### src/rtl/mesi_mbus_if.sv
// Request, main-bus and completion signals shared by the MESI main-bus master
// and whatever sits on the other side of it.
interface mesi_mbus_if #(
  parameter int ADDR_WIDTH     = 32,
  parameter int MBUS_CMD_WIDTH = 3,
  parameter int NUM_SNOOP      = 3,
  parameter int CNT_WIDTH      = 3
);
  logic                      req_valid;
  logic                      req_ready;
  logic [MBUS_CMD_WIDTH-1:0] req_cmd;
  logic [ADDR_WIDTH-1:0]     req_addr;
  logic [MBUS_CMD_WIDTH-1:0] mbus_cmd;
  logic [ADDR_WIDTH-1:0]     mbus_addr;
  logic                      mbus_ack;
  logic [NUM_SNOOP-1:0]      cbus_ack;
  logic                      done_valid;
  logic                      done_timeout;
  logic                      busy;
  logic [CNT_WIDTH-1:0]      fifo_count;

  modport master (
    input  req_valid, req_cmd, req_addr,
    input  mbus_ack, cbus_ack,
    output req_ready, mbus_cmd, mbus_addr,
    output done_valid, done_timeout, busy, fifo_count
  );

  modport slave (
    output req_valid, req_cmd, req_addr,
    output mbus_ack, cbus_ack,
    input  req_ready, mbus_cmd, mbus_addr,
    input  done_valid, done_timeout, busy, fifo_count
  );
endinterface

### src/rtl/mesi_mbus_master.sv
// Queued main-bus master: issues RD/WR and broadcast variants, collects
// snoop acknowledges, waits for the bus ack and aborts on timeout.
module mesi_mbus_master #(
  parameter int ADDR_WIDTH     = 32,
  parameter int MBUS_CMD_WIDTH = 3,
  parameter int NUM_SNOOP      = 3,
  parameter int FIFO_DEPTH     = 4,
  parameter int TIMEOUT        = 255
) (
  input logic         clk,
  input logic         rst,
  mesi_mbus_if.master bus
);
  localparam int PW = $clog2(FIFO_DEPTH);
  localparam int CW = PW + 1;
  localparam int TW = $clog2(TIMEOUT + 1) + 1;

  localparam logic [MBUS_CMD_WIDTH-1:0] C_NOP = '0;
  localparam logic [MBUS_CMD_WIDTH-1:0] C_MAX = MBUS_CMD_WIDTH'(4);
  localparam logic [MBUS_CMD_WIDTH-1:0] C_WRB = MBUS_CMD_WIDTH'(3);
  localparam logic [MBUS_CMD_WIDTH-1:0] C_RDB = MBUS_CMD_WIDTH'(4);

  typedef enum logic [2:0] {
    S_IDLE,
    S_ISSUE,
    S_WAIT_SNOOP,
    S_WAIT_ACK,
    S_DONE
  } state_e;

  state_e                    state_q;
  logic [MBUS_CMD_WIDTH-1:0] cmd_q;
  logic [ADDR_WIDTH-1:0]     addr_q;
  logic                      done_q;
  logic                      to_q;
  logic [NUM_SNOOP-1:0]      sticky_q;
  logic [TW-1:0]             wait_q;

  logic [MBUS_CMD_WIDTH-1:0] mem_cmd [FIFO_DEPTH];
  logic [ADDR_WIDTH-1:0]     mem_addr [FIFO_DEPTH];
  logic [PW-1:0]             wptr_q;
  logic [PW-1:0]             rptr_q;
  logic [CW-1:0]             count_q;
  logic [CW-1:0]             count_d;
  logic                      ready_q;

  logic                 cmd_ok;
  logic                 push;
  logic                 pop;
  logic                 ack_c;
  logic [NUM_SNOOP-1:0] cbus_c;
  logic                 snoop_all;
  logic [TW-1:0]        wait_inc;
  logic                 wait_to;
  logic                 is_broad;

  // Unknown acknowledges count as not-acknowledged.
  assign ack_c = (bus.mbus_ack === 1'b1);

  for (genvar i = 0; i < NUM_SNOOP; i++) begin : g_cb
    assign cbus_c[i] = (bus.cbus_ack[i] === 1'b1);
  end

  assign cmd_ok = (bus.req_cmd != C_NOP) &&
                  (bus.req_cmd <= C_MAX);
  assign push   = bus.req_valid && ready_q && cmd_ok;
  assign pop    = (state_q == S_IDLE) &&
                  (count_q != '0);

  assign snoop_all = &(sticky_q | cbus_c);
  assign wait_inc  = wait_q + TW'(1);
  assign wait_to   = wait_inc >= TW'(TIMEOUT);
  assign is_broad  = (cmd_q == C_WRB) ||
                     (cmd_q == C_RDB);

  always_comb begin
    count_d = count_q;
    unique case (1'b1)
      push && !pop: count_d = count_q + CW'(1);
      pop && !push: count_d = count_q - CW'(1);
      default: ;
    endcase
  end

  always_ff @(posedge clk or posedge rst) begin
    if (rst) begin
      wptr_q  <= '0;
      rptr_q  <= '0;
      count_q <= '0;
      ready_q <= 1'b0;
    end else begin
      if (push) wptr_q <= wptr_q + PW'(1);
      if (pop)  rptr_q <= rptr_q + PW'(1);
      count_q <= count_d;
      ready_q <= count_d < CW'(FIFO_DEPTH);
    end
  end

  always_ff @(posedge clk) begin
    if (push) begin
      mem_cmd[wptr_q]  <= bus.req_cmd;
      mem_addr[wptr_q] <= bus.req_addr;
    end
  end

  always_ff @(posedge clk or posedge rst) begin
    if (rst) begin
      state_q  <= S_IDLE;
      cmd_q    <= '0;
      addr_q   <= '0;
      done_q   <= 1'b0;
      to_q     <= 1'b0;
      sticky_q <= '0;
      wait_q   <= '0;
    end else begin
      done_q <= 1'b0;
      to_q   <= 1'b0;
      unique case (state_q)
        S_IDLE: begin
          if (pop) begin
            state_q  <= S_ISSUE;
            cmd_q    <= mem_cmd[rptr_q];
            addr_q   <= mem_addr[rptr_q];
            sticky_q <= '0;
            wait_q   <= '0;
          end
        end
        S_ISSUE: begin
          state_q <= is_broad ? S_WAIT_SNOOP : S_WAIT_ACK;
        end
        S_WAIT_SNOOP: begin
          wait_q   <= wait_inc;
          sticky_q <= sticky_q | cbus_c;
          if (wait_to) begin
            state_q <= S_DONE;
            cmd_q   <= '0;
            addr_q  <= '0;
            done_q  <= 1'b1;
            to_q    <= 1'b1;
          end else if (snoop_all) begin
            state_q <= S_WAIT_ACK;
          end
        end
        S_WAIT_ACK: begin
          wait_q <= wait_inc;
          // A late ack still beats the timeout in the same cycle.
          if (ack_c || wait_to) begin
            state_q <= S_DONE;
            cmd_q   <= '0;
            addr_q  <= '0;
            done_q  <= 1'b1;
            to_q    <= !ack_c;
          end
        end
        S_DONE: begin
          state_q <= S_IDLE;
        end
        default: begin
          state_q <= S_IDLE;
        end
      endcase
    end
  end

  assign bus.req_ready    = ready_q;
  assign bus.mbus_cmd     = cmd_q;
  assign bus.mbus_addr    = addr_q;
  assign bus.done_valid   = done_q;
  assign bus.done_timeout = to_q;
  assign bus.fifo_count   = count_q;
  assign bus.busy         = (state_q != S_IDLE) ||
                            (count_q != '0);

endmodule
### src/flat_wrapper.sv
// flat-port wrapper written by rule: the top's interface ports become plain ports
module mesi_mbus_master_flat 
#(
  parameter int ADDR_WIDTH     = 32,
  parameter int MBUS_CMD_WIDTH = 3,
  parameter int NUM_SNOOP      = 3,
  parameter int FIFO_DEPTH     = 4,
  parameter int TIMEOUT        = 255
)
  (clk, rst, bus_req_valid, bus_req_cmd, bus_req_addr, bus_mbus_ack, bus_cbus_ack, bus_req_ready, bus_mbus_cmd, bus_mbus_addr, bus_done_valid, bus_done_timeout, bus_busy, bus_fifo_count);
  mesi_mbus_if #(.ADDR_WIDTH(ADDR_WIDTH), .MBUS_CMD_WIDTH(MBUS_CMD_WIDTH), .NUM_SNOOP(NUM_SNOOP)) bus_i ();
  input logic clk;
  input logic rst;
  input wire logic [$bits(bus_i.req_valid)-1:0] bus_req_valid;
  input wire logic [$bits(bus_i.req_cmd)-1:0] bus_req_cmd;
  input wire logic [$bits(bus_i.req_addr)-1:0] bus_req_addr;
  input wire logic [$bits(bus_i.mbus_ack)-1:0] bus_mbus_ack;
  input wire logic [$bits(bus_i.cbus_ack)-1:0] bus_cbus_ack;
  output wire logic [$bits(bus_i.req_ready)-1:0] bus_req_ready;
  output wire logic [$bits(bus_i.mbus_cmd)-1:0] bus_mbus_cmd;
  output wire logic [$bits(bus_i.mbus_addr)-1:0] bus_mbus_addr;
  output wire logic [$bits(bus_i.done_valid)-1:0] bus_done_valid;
  output wire logic [$bits(bus_i.done_timeout)-1:0] bus_done_timeout;
  output wire logic [$bits(bus_i.busy)-1:0] bus_busy;
  output wire logic [$bits(bus_i.fifo_count)-1:0] bus_fifo_count;
  assign bus_i.req_valid = bus_req_valid;
  assign bus_i.req_cmd = bus_req_cmd;
  assign bus_i.req_addr = bus_req_addr;
  assign bus_i.mbus_ack = bus_mbus_ack;
  assign bus_i.cbus_ack = bus_cbus_ack;
  assign bus_req_ready = bus_i.req_ready;
  assign bus_mbus_cmd = bus_i.mbus_cmd;
  assign bus_mbus_addr = bus_i.mbus_addr;
  assign bus_done_valid = bus_i.done_valid;
  assign bus_done_timeout = bus_i.done_timeout;
  assign bus_busy = bus_i.busy;
  assign bus_fifo_count = bus_i.fifo_count;
  mesi_mbus_master #(.ADDR_WIDTH(ADDR_WIDTH), .MBUS_CMD_WIDTH(MBUS_CMD_WIDTH), .NUM_SNOOP(NUM_SNOOP), .FIFO_DEPTH(FIFO_DEPTH), .TIMEOUT(TIMEOUT)) u_core (.clk(clk), .rst(rst), .bus(bus_i));
endmodule
### config.mk
export PLATFORM = sky130hd
export DESIGN_NAME = mesi_mbus_master_flat
export DESIGN_NICKNAME = d
export VERILOG_FILES = /design/src/rtl/mesi_mbus_if.sv /design/src/rtl/mesi_mbus_master.sv /design/src/flat_wrapper.sv
export SDC_FILE = /design/constraint.sdc
export NUM_CORES = 1
export LEC_CHECK = 0
export ABC_AREA = 1
export BUFFER_PORTS_ARGS = -buffer_cell sky130_fd_sc_hd__buf_2
export CELL_PAD_IN_SITES_DETAIL_PLACEMENT = 1
export CELL_PAD_IN_SITES_GLOBAL_PLACEMENT = 2
export CORE_MARGIN = 2
export CORE_UTILIZATION = 35
export CTS_CLUSTER_SIZE = 20
export DETAILED_ROUTE_END_ITERATION = 10
export MAX_ROUTING_LAYER = met4
export PLACE_DENSITY_LB_ADDON = 0.25
export SETUP_SLACK_MARGIN = 0.4
export SLEW_MARGIN = 5
export SYNTH_ARGS = -nofsm -noshare
export SYNTH_HDL_FRONTEND = slang
export SYNTH_SLANG_ARGS = --single-unit
export TNS_END_PERCENT = 100
### constraint.sdc
create_clock -name clk -period 2.7 [get_ports clk]
set_clock_uncertainty 0.2 [all_clocks]
set_input_delay 0.135 -clock clk [delete_from_list [all_inputs] [get_ports clk]]
set_output_delay 0.135 -clock clk [all_outputs]
set_load 0.05 [all_outputs]
======== Yosys cells after proc, flatten, opt, wreduce, memory -nomap -nowiden ========
Memory sizes are Yosys's and may differ from the RTL's.
Index checks and enable logic that the tools add are counted.
storage, ports and cells
  memories kept ........................... 2
  register bits after elaboration ......... 60
  memory bits (writable) .................. 140
  word-level logic and storage cells ...... 86
  output and inout bits ................... 42
  bits of input ports ..................... 42
memory list
  memory           words  width  rd ports  clocked after Yosys merged registers in  wr ports  RTL line                RTL
  u_core.mem_addr  4      32     1         0                                        1         mesi_mbus_master.sv:40  logic [ADDR_WIDTH-1:0] mem_addr [FIFO_DEPTH];
  u_core.mem_cmd   4      3      1         0                                        1         mesi_mbus_master.sv:39  logic [MBUS_CMD_WIDTH-1:0] mem_cmd [FIFO_DEPTH];
operators by class
  add/subtract/negate cells ............... 5
  equality and inequality tests ........... 13
  magnitude comparators ................... 3
  bitwise logic cells ..................... 1
  muxes and demuxes ....................... 26
  reduce and logical (&&, ||, !) cells .... 25
operator list
  cell                   number
  $mux W32               3
  $pmux W32 S3           1
  $mux W3                8
  $pmux W9 S2            1
  $pmux W3 S2            2
  $pmux W3 S4            1
  $reduce_bool A3 Y1     4
  $add A9 B1 Y9 const B  1
  $eq A3 B2 Y1 const B   3
  $ge A9 B8 Y1 const B   1
  $mux W9                1
  $pmux W3 S3            1
  $logic_and A1 B1 Y1    6
  $mux W1                6
  $ne A2 B1 Y1 const B   3
  $reduce_and A3 Y1      2
  $add A2 B1 Y2 const B  2
  $eqx A1 B1 Y1 const B  4
  $pmux W1 S2            2
  $reduce_and A2 Y1      2
  $reduce_and A4 Y1      1
  $reduce_bool A2 Y1     2
  $add A3 B1 Y3 const B  1
  $eq A3 B1 Y1 const B   1
  10 further kinds       14

======== Depth between registers and ports, before layout ========
Gate-level depths: netlist of run 1.
  word-level depth ........................ 7
  gate-level depth with buffers ........... 13
  depth with buffers taken out ............ 12

======== Worst setup path before layout of run 1 ========
No wires, ideal clock.
  path kind ............................... register to register
  start ................................... register u_core.ready_q, in the netlist u_core.bus.req_ready
  end ..................................... memory u_core.mem_addr[0][0], enable pin
  stages on the path, launching flop included .. 3
  clock period less this slack ............ 3168 ps
  setup time .............................. 427 ps
  data required time ...................... 2073 ps
  slack ................................... -468 ps
  path buffers ............................ 0
  arrival time ............................ 2540 ps
  cell sequence ........................... dfrtp_1 > nand4_1 > nor2_1
between the ends
  word-level cells in the longest chain between the ends .. 4
ends and longest elaborated chain
  item                              RTL line                 RTL
  from (decl)                       mesi_mbus_master.sv:45   logic ready_q;
  from (signal assigned)            mesi_mbus_master.sv:95   ready_q <= count_d < CW'(FIFO_DEPTH);
  $logic_and A1 B1 Y1 (2 in a row)  mesi_mbus_master.sv:66   assign push = bus.req_valid && ready_q && cmd_ok;
  $mux W1                           mesi_mbus_master.sv:100  if (push) begin
  $mux W1 (not written as such)     mesi_mbus_master.sv:102  mem_addr[wptr_q] <= bus.req_addr;
  to (decl)                         mesi_mbus_master.sv:40
No other way between the ends.

======== Worst setup path after layout of run 1 ========
  start ................................... register u_core.wait_q[1]
  end ..................................... register u_core.addr_q[24], in the netlist u_core.bus.mbus_addr[24]
between the ends
  word-level cells in the longest chain between the ends .. 5
  elaborated cells on any way between the ends .. 6
  those cells by class .................... add/sub (1); order compare (1); eq/ne (2); reduce/logical (2)
ends and longest elaborated chain
  item                             RTL line                 RTL
  from (decl)                      mesi_mbus_master.sv:37   logic [TW-1:0] wait_q;
  from (signal assigned)           mesi_mbus_master.sv:132  wait_q <= wait_inc;
  from (signal assigned)           mesi_mbus_master.sv:145  wait_q <= wait_inc;
  $add A9 B1 Y9 (*)                mesi_mbus_master.sv:71   assign wait_inc = wait_q + TW'(1);
  $ge A9 B8 Y1 (*)                 mesi_mbus_master.sv:72   assign wait_to = wait_inc >= TW'(TIMEOUT);
  $logic_or A1 B1 Y1               mesi_mbus_master.sv:147  if (ack_c || wait_to) begin
  $ne A2 B1 Y1 (no line)           --
  $reduce_and A4 Y1 (no line) (*)  --
  to (signal assigned)             mesi_mbus_master.sv:123  addr_q <= mem_addr[rptr_q];
  to (decl)                        mesi_mbus_master.sv:33   logic [ADDR_WIDTH-1:0] addr_q;
Mark *: on every way between the ends. The rest lies on a longest branch, timed or not.
A chain may end at the register's enable or synchronous reset.

==> results of run 1 <==
[stage by stage]
stage	cells	worst slack, ns	util (%)	power [mW]	area, um2
finish	1214	0.387	45.5	12.5	10700
floorplan	733	0.241	-	7.73	8400
global placement	1113	0.150	39.0	8.95	9150
global route	1214	0.279	45.5	13.2	10700
CTS	1209	0.389	45.0	12.4	10600
detailed placement	1113	0.0643	39.0	9.15	9150
[power by group through the flow]
stage	Clock, mW	Combinational [mW]	Sequential [mW]
after global placement	0	4.70	4.26
after CTS	2.55	5.66	4.22
after detailed placement	0	4.87	4.28
final	2.49	5.73	4.24
after global routing	2.66	6.26	4.31
after floorplan	0	2.81	4.92
[cell families after synthesis]
family                     after synthesis  share of synthesized area [%]
AOI/OAI and AO/OA                      133                           8.25
xor gates and xnor gates                 6                          0.629
adders and majority gates                8                           1.29
buffers and inverters                   72                           4.83
DFF                                    200                           68.3
muxes                                    1                          0.135
and+or+nand+nor                        313                           16.6
[layer usage]
layer,wire (um),vias up
met5,0,-
met4,372,0
met3,673,18
met2,12200,103
met1,10500,3076
li1,-,2838
[critical path, stage by stage (launching register included)]
cell and delay [ns]:
dfrtp_1 0.40, buf_6 0.13, ha_4 0.20, o21bai_1 0.15, nand3_1 0.14, nor2_4 0.16
nand3_4 0.13, nand4_4 0.17, buf_6 0.13, nand3_4 0.10, buf_12 0.18, nand2_2 0.05
nand2_1 0.04
[area by class of cell]
cell class                      instances  area, um2  area share (%)
Tap cell                              319        399            3.74
Multi-Input combinational cell        463       2440            22.9
Clock buffer                           28        553            5.18
Sequential cell                       200       5710            53.4
Clock inverter                          4       31.3           0.293
Inverter                               31        118            1.10
Timing Repair Buffer                  169       1430            13.4
[worst min-delay path by stage]
stage	startpoint	to	slack, ns	cells after the start
after detailed placement	bus_req_addr[29]	u_core.mem_addr[0][29]	0.15	1
final	bus_req_valid	u_core.bus.fifo_count[0]	0.05	4
after CTS	bus_req_valid	u_core.bus.fifo_count[0]	0.04	4
after global routing	bus_req_valid	u_core.bus.fifo_count[0]	0.07	4
after floorplan	bus_mbus_ack	u_core.bus.done_timeout	0.03	1
after global placement	bus_req_addr[25]	u_core.mem_addr[0][25]	0.14	1
[timing repair]
item                                    CTS  global route
pin swaps                                 5             7
hold buffers                             40             0
endpoints found under the setup margin   41            40
cloned                                    5             0
endpoints found under the hold margin   206             0
gates resized for setup                  20            22
setup buffers                            19             5
[synthesized netlist by cell type (5+ instances only)]
cell,instances
nor2_1,152
edfxtp_1,140
nand2_1,95
o21ai_0,69
dfrtp_1,60
a21oi_1,40
nand4_1,38
inv_1,25
clkbuf_1,14
o21ai_1,14
nand3_1,10
buf_1,9
ha_1,7
xor2_1,5
[state kept, by name, indices dropped and copies added, names as in the netlist]
register	flops
u_core.bus.done_timeout	1
u_core.bus.done_valid	1
u_core.bus.fifo_count	3
u_core.bus.mbus_addr	32
u_core.bus.mbus_cmd	3
u_core.bus.req_ready	1
u_core.mem_addr	128
u_core.mem_cmd	12
u_core.rptr_q	2
u_core.state_q	3
u_core.sticky_q	3
u_core.wait_q	9
u_core.wptr_q	2
==> reports/metrics.yaml, run 1 <==
status:
  status: "complete, no violations"
cts:
  clock-sinks: 200
  cts_tree: "yes"
  clkTransAtPathRegs_ns: 0.07
  cts_buffers: 17
  root_buffer: "clkbuf_16"
  clock_path_buffers: 2
  clk_latency_ns: 0.43
  ctsHtreeMaxLevel: 4
logic_synthesis:
  syn_inst: 733
  synth_edf_count: 140
  synthFlopType: "edfxtp_1"
  synth_area_um2: 8360
  synth_area_leaders: "edfxtp_1 (50%), dfrtp_1 (18%), nor2_1 (6.8%)"
  avgSynthCellArea_um2: 11.4
  synth-seq-cells: 200
  synth_warnings: 0
  syn_nets: 783
  yosysUniqueCellTypes: 44
  synth_top_cell_by_area: "edfxtp_1"
  yosysSeqAreaShare_pct: 68.3
  synthArstFlopShare_pct: 30.0
  synth_top_area_share_pct: 50.3
floorplan:
  die_area_um2: 25100
  die_w_um: 159
  die_y_um: 159
  row_count: 56
  io-pin-count: 84
  core_um2: 23500
  initial_core_util_pct: 35.6
cells_and_area:
  syn2layout_area_growth_pct: 27.8
  fillers: 2486
  layout_commonest_cell: "nor2_1"
  layout_common_cells: "nor2_1 (145), edfxtp_1 (140), nand2_1 (85), buf_2 (83), o21ai_0 (68)"
  num_antenna_cells: 0
  drive_gt1_share_pct: 23.8
  nNetsFinal: 932
grt:
  grt_first_pass_wirelength_um: 36600
  grt_overflow: 0
  grt_max_degree: 61
  busiest_layer: "met2"
  grt_use_total_pct: 20.4
  antenna_found_initial: 0
  grt_pass1_vias: 6390
  use_met2_pct: 34.5
  use_met3_pct: 3.18
  met1_usage_pct: 25.1
critical_path:
  crit_path_start: "u_core.wait_q[1]"
  setup.worst_path.class: "reg2reg"
  worstPathRequired_ns: 2.82
  crit_path_end_kind: "flip-flop"
  r2r_start: "u_core.wait_q[1]"
  critPathArrivalTime_ns: 2.43
  reg2reg_to: "u_core.bus.mbus_addr[24]"
  crit_end: "u_core.bus.mbus_addr[24]"
  r2r_setup_slack_ns: 0.39
  rr_worst_depth: 12
  cp_max_fo: 8
  start_kind: "flip-flop"
pwr:
  comb_power_share_pct: 46.0
  power.switching_mw: 5.28
  power.sequential.fraction_pct: 34.0
  power.density_nw_per_um2: 1170
  swShare_pct: 42.4
  leakagePower_nw: 4.27
  power_frac_clock_pct: 20.0
  p_int_mw: 7.18
  peakVddDrop_uv: 490
detailed_routing:
  first_pass_iters: 4
  wire_per_inst_um: 19.6
  final_antenna_net_count: 0
  routed_wl_um: 23800
  dr.first_iter.drc_count: 265
  avgViaCountPerCell: 4.97
  drcViolationCount: 0
  vias: 6035
placed_design:
  io_buffers: 83
  hpwl_um: 13400
  gp_congestion: 0.739
timing:
  rsz0062_at_grt: "true"
  fin_tns_setup_ns: 0
  max_freq_ghz: 0.432
  finalHoldViolCount: 0
  whs_ns: 0.0474
  period_needed_ns: 2.31
  slew_headroom_pct: 41.9
  report.final.slew_viol_count: 0
  worst_pin_slew_ns: 0.871
  fin_crit_sh_pct: 85.7
  finalSetupViolCount: 0
min_path:
  hp-class: "in2reg"
job:
  cap_violations: 0
No activity file was read; power rests on OpenSTA's default activity.
==> run 2: changes to the inputs <==
--- a/config.mk
+++ b/config.mk
@@ -7,6 +7,7 @@
 export LEC_CHECK = 0
 export ABC_AREA = 1
 export BUFFER_PORTS_ARGS = -buffer_cell sky130_fd_sc_hd__buf_2
+export CAP_MARGIN = 20
 export CELL_PAD_IN_SITES_DETAIL_PLACEMENT = 1
 export CELL_PAD_IN_SITES_GLOBAL_PLACEMENT = 2
 export CORE_MARGIN = 2
@@ -15,6 +16,7 @@
 export DETAILED_ROUTE_END_ITERATION = 10
 export MAX_ROUTING_LAYER = met4
 export PLACE_DENSITY_LB_ADDON = 0.25
+export REMOVE_ABC_BUFFERS = 1
 export SETUP_SLACK_MARGIN = 0.4
 export SLEW_MARGIN = 5
 export SYNTH_ARGS = -nofsm -noshare
==> run 2 against run 1 <==
  * First-iteration DRC count is 6.4% higher
  * Die area stayed put
  * Register-to-register slack hardly changed
  * Worst setup slack better by 0.013 ns
  * Sequential cell count stayed put
  * Wire length is 1.2% lower
  * Via count is 0.86% higher
  * Clock power is 4% higher
  * Maximum frequency is 0.57% higher
  * Largest cell class unchanged
  * Highest routed layer unchanged
==> reports/metrics.yaml, run 2 (synthesis results as in run 1) <==
status:
  status: "complete, no violations"
placed_design:
  pre_cts_ws_ns: 0.229
  hpwl_um: 13600
  io_buffers: 83
  gp_congestion: 0.760
  place_area_um2: 9170
grt:
  met1_usage_pct: 23.2
  grt_pass1_vias: 6411
  antenna_found_initial: 1
  use_met3_pct: 3.57
  grt_max_degree: 47
  grt_overflow: 0
  grt_first_pass_wirelength_um: 35000
  grt_use_total_pct: 19.1
  busiest_layer: "met2"
  use_met2_pct: 33.0
min_path:
  hold_depth: 4
  hp-start: "bus_req_valid"
  hold_end: "u_core.bus.fifo_count[0]"
  hp-class: "in2reg"
cells_and_area:
  final_area_um2: 10700
  layout_common_cells: "nor2_1 (146), edfxtp_1 (140), nand2_1 (84), buf_2 (83), o21ai_0 (68)"
  utilization_pct: 45.5
  seqCellArea_um2: 5710
  largest_register: "u_core.mem_addr"
  nNetsFinal: 931
  largest_reg_flops: 128
  multi_input_area_um2: 2450
  layout_commonest_cell: "nor2_1"
  fillers: 2496
  syn2layout_area_growth_pct: 27.6
  drive_gt1_share_pct: 24.7
cts:
  cts_tree: "yes"
  root_buffer: "clkbuf_16"
  clock_path_buffers: 2
  cts_buffers: 17
  clkTransAtPathRegs_ns: 0.08
  clk_latency_ns: 0.44
  clock-sinks: 200
  ctsHtreeMaxLevel: 4
timing:
  rsz0062_at_grt: "true"
  fin_crit_sh_pct: 85.2
  finalSetupViolCount: 0
  max_freq_ghz: 0.435
  slew_headroom_pct: 56.1
  period_needed_ns: 2.30
  worst_pin_slew_ns: 0.658
  report.final.slew_viol_count: 0
  finalWorstSetupSlack_ns: 0.400
  finalHoldViolCount: 0
critical_path:
  reg2reg_to: "u_core.bus.mbus_addr[27]"
  start_kind: "flip-flop"
  crit_path_end_kind: "flip-flop"
  r2r_setup_slack_ns: 0.40
  worstPathRequired_ns: 2.84
  critPathArrivalTime_ns: 2.44
  cp_max_fo: 8
  rr_worst_depth: 11
  setup.worst_path.class: "reg2reg"
  r2r_start: "u_core.wait_q[1]"
pwr:
  leakagePower_nw: 4.26
  total_power_mw: 12.6
  peakVddDrop_uv: 708
  power.density_nw_per_um2: 1180
detailed_routing:
  final_antenna_net_count: 0
  drcViolationCount: 0
  avgViaCountPerCell: 5.01
  wire_per_inst_um: 19.4
  first_pass_iters: 6
  vias: 6087
  routed_wl_um: 23500
  dr.first_iter.drc_count: 282
job:
  cap_violations: 0
floorplan:
  die_y_um: 159
  initial_core_util_pct: 35.6
  core_um2: 23500
  die_w_um: 159
  die_area_um2: 25100
  io-pin-count: 84
  row_count: 56
-- run 2: per-stage QoR --
| stage | std cells | TNS [ns] | hold WS [ns] |
|---|---|---|---|
| after global placement | 1117 | 0 | 0.0547 |
| after detailed placement | 1117 | 0 | 0.0686 |
| after CTS | 1192 | 0 | 0.0236 |
| after floorplan | 692 | -73.93 | 0.0336 |
| final | 1214 | 0 | 0.0166 |
| after global routing | 1214 | 0 | 0.0459 |
-- run 2: repair_timing --
action	4_1_cts	5_1_grt
gates cloned	0	5
hold endpoints to repair	169	0
gates resized for setup	7	49
hold buffers	40	0
pin swaps	1	15
setup endpoints to repair	45	49
buffers inserted	3	16
-- run 2: worst max-delay path by stage --
stage	from	to
after floorplan	u_core.bus.req_ready	u_core.mem_addr[0][0]
after global placement	u_core.bus.fifo_count[0]	u_core.bus.req_ready
after detailed placement	u_core.bus.fifo_count[0]	u_core.bus.req_ready
after CTS	u_core.bus.fifo_count[0]	u_core.bus.req_ready
after global routing	u_core.wait_q[1]	u_core.bus.mbus_addr[13]
final	u_core.wait_q[1]	u_core.bus.mbus_addr[27]
-- run 2: area by class of cell --
class                      instances  area share, %
sequential                       200           53.5
multi-input combinational        461           22.9
timing repair buffer             170           12.9
clock buffer                      18           4.12
tap                              319           3.74
clock inverter                    14           1.64
inverter                          31           1.10
antenna                            1         0.0235
-- run 2: routing by layer --
metal | wire length, um | part of all wire (%)
met5 | 0 | 0
met4 | 258 | 1.1
met3 | 711 | 3.0
met2 | 12000 | 51
met1 | 10500 | 45
-- run 2: worst max-delay path, stage by stage, from the launching register on --
cell	delay, ns
dfrtp_1	0.44
buf_6	0.16
ha_4	0.22
o21bai_4	0.17
nand3_4	0.09
nor2_4	0.13
nand3_4	0.11
nand4_4	0.11
nand3_4	0.21
clkbuf_16	0.24
nand2_1	0.06
nand2_1	0.05
-- run 2: report_power, final --
part	internal, mW	switching, mW
registers	3.85	0.320
logic	1.94	3.89
clock network	1.28	1.30
total	7.08	5.51
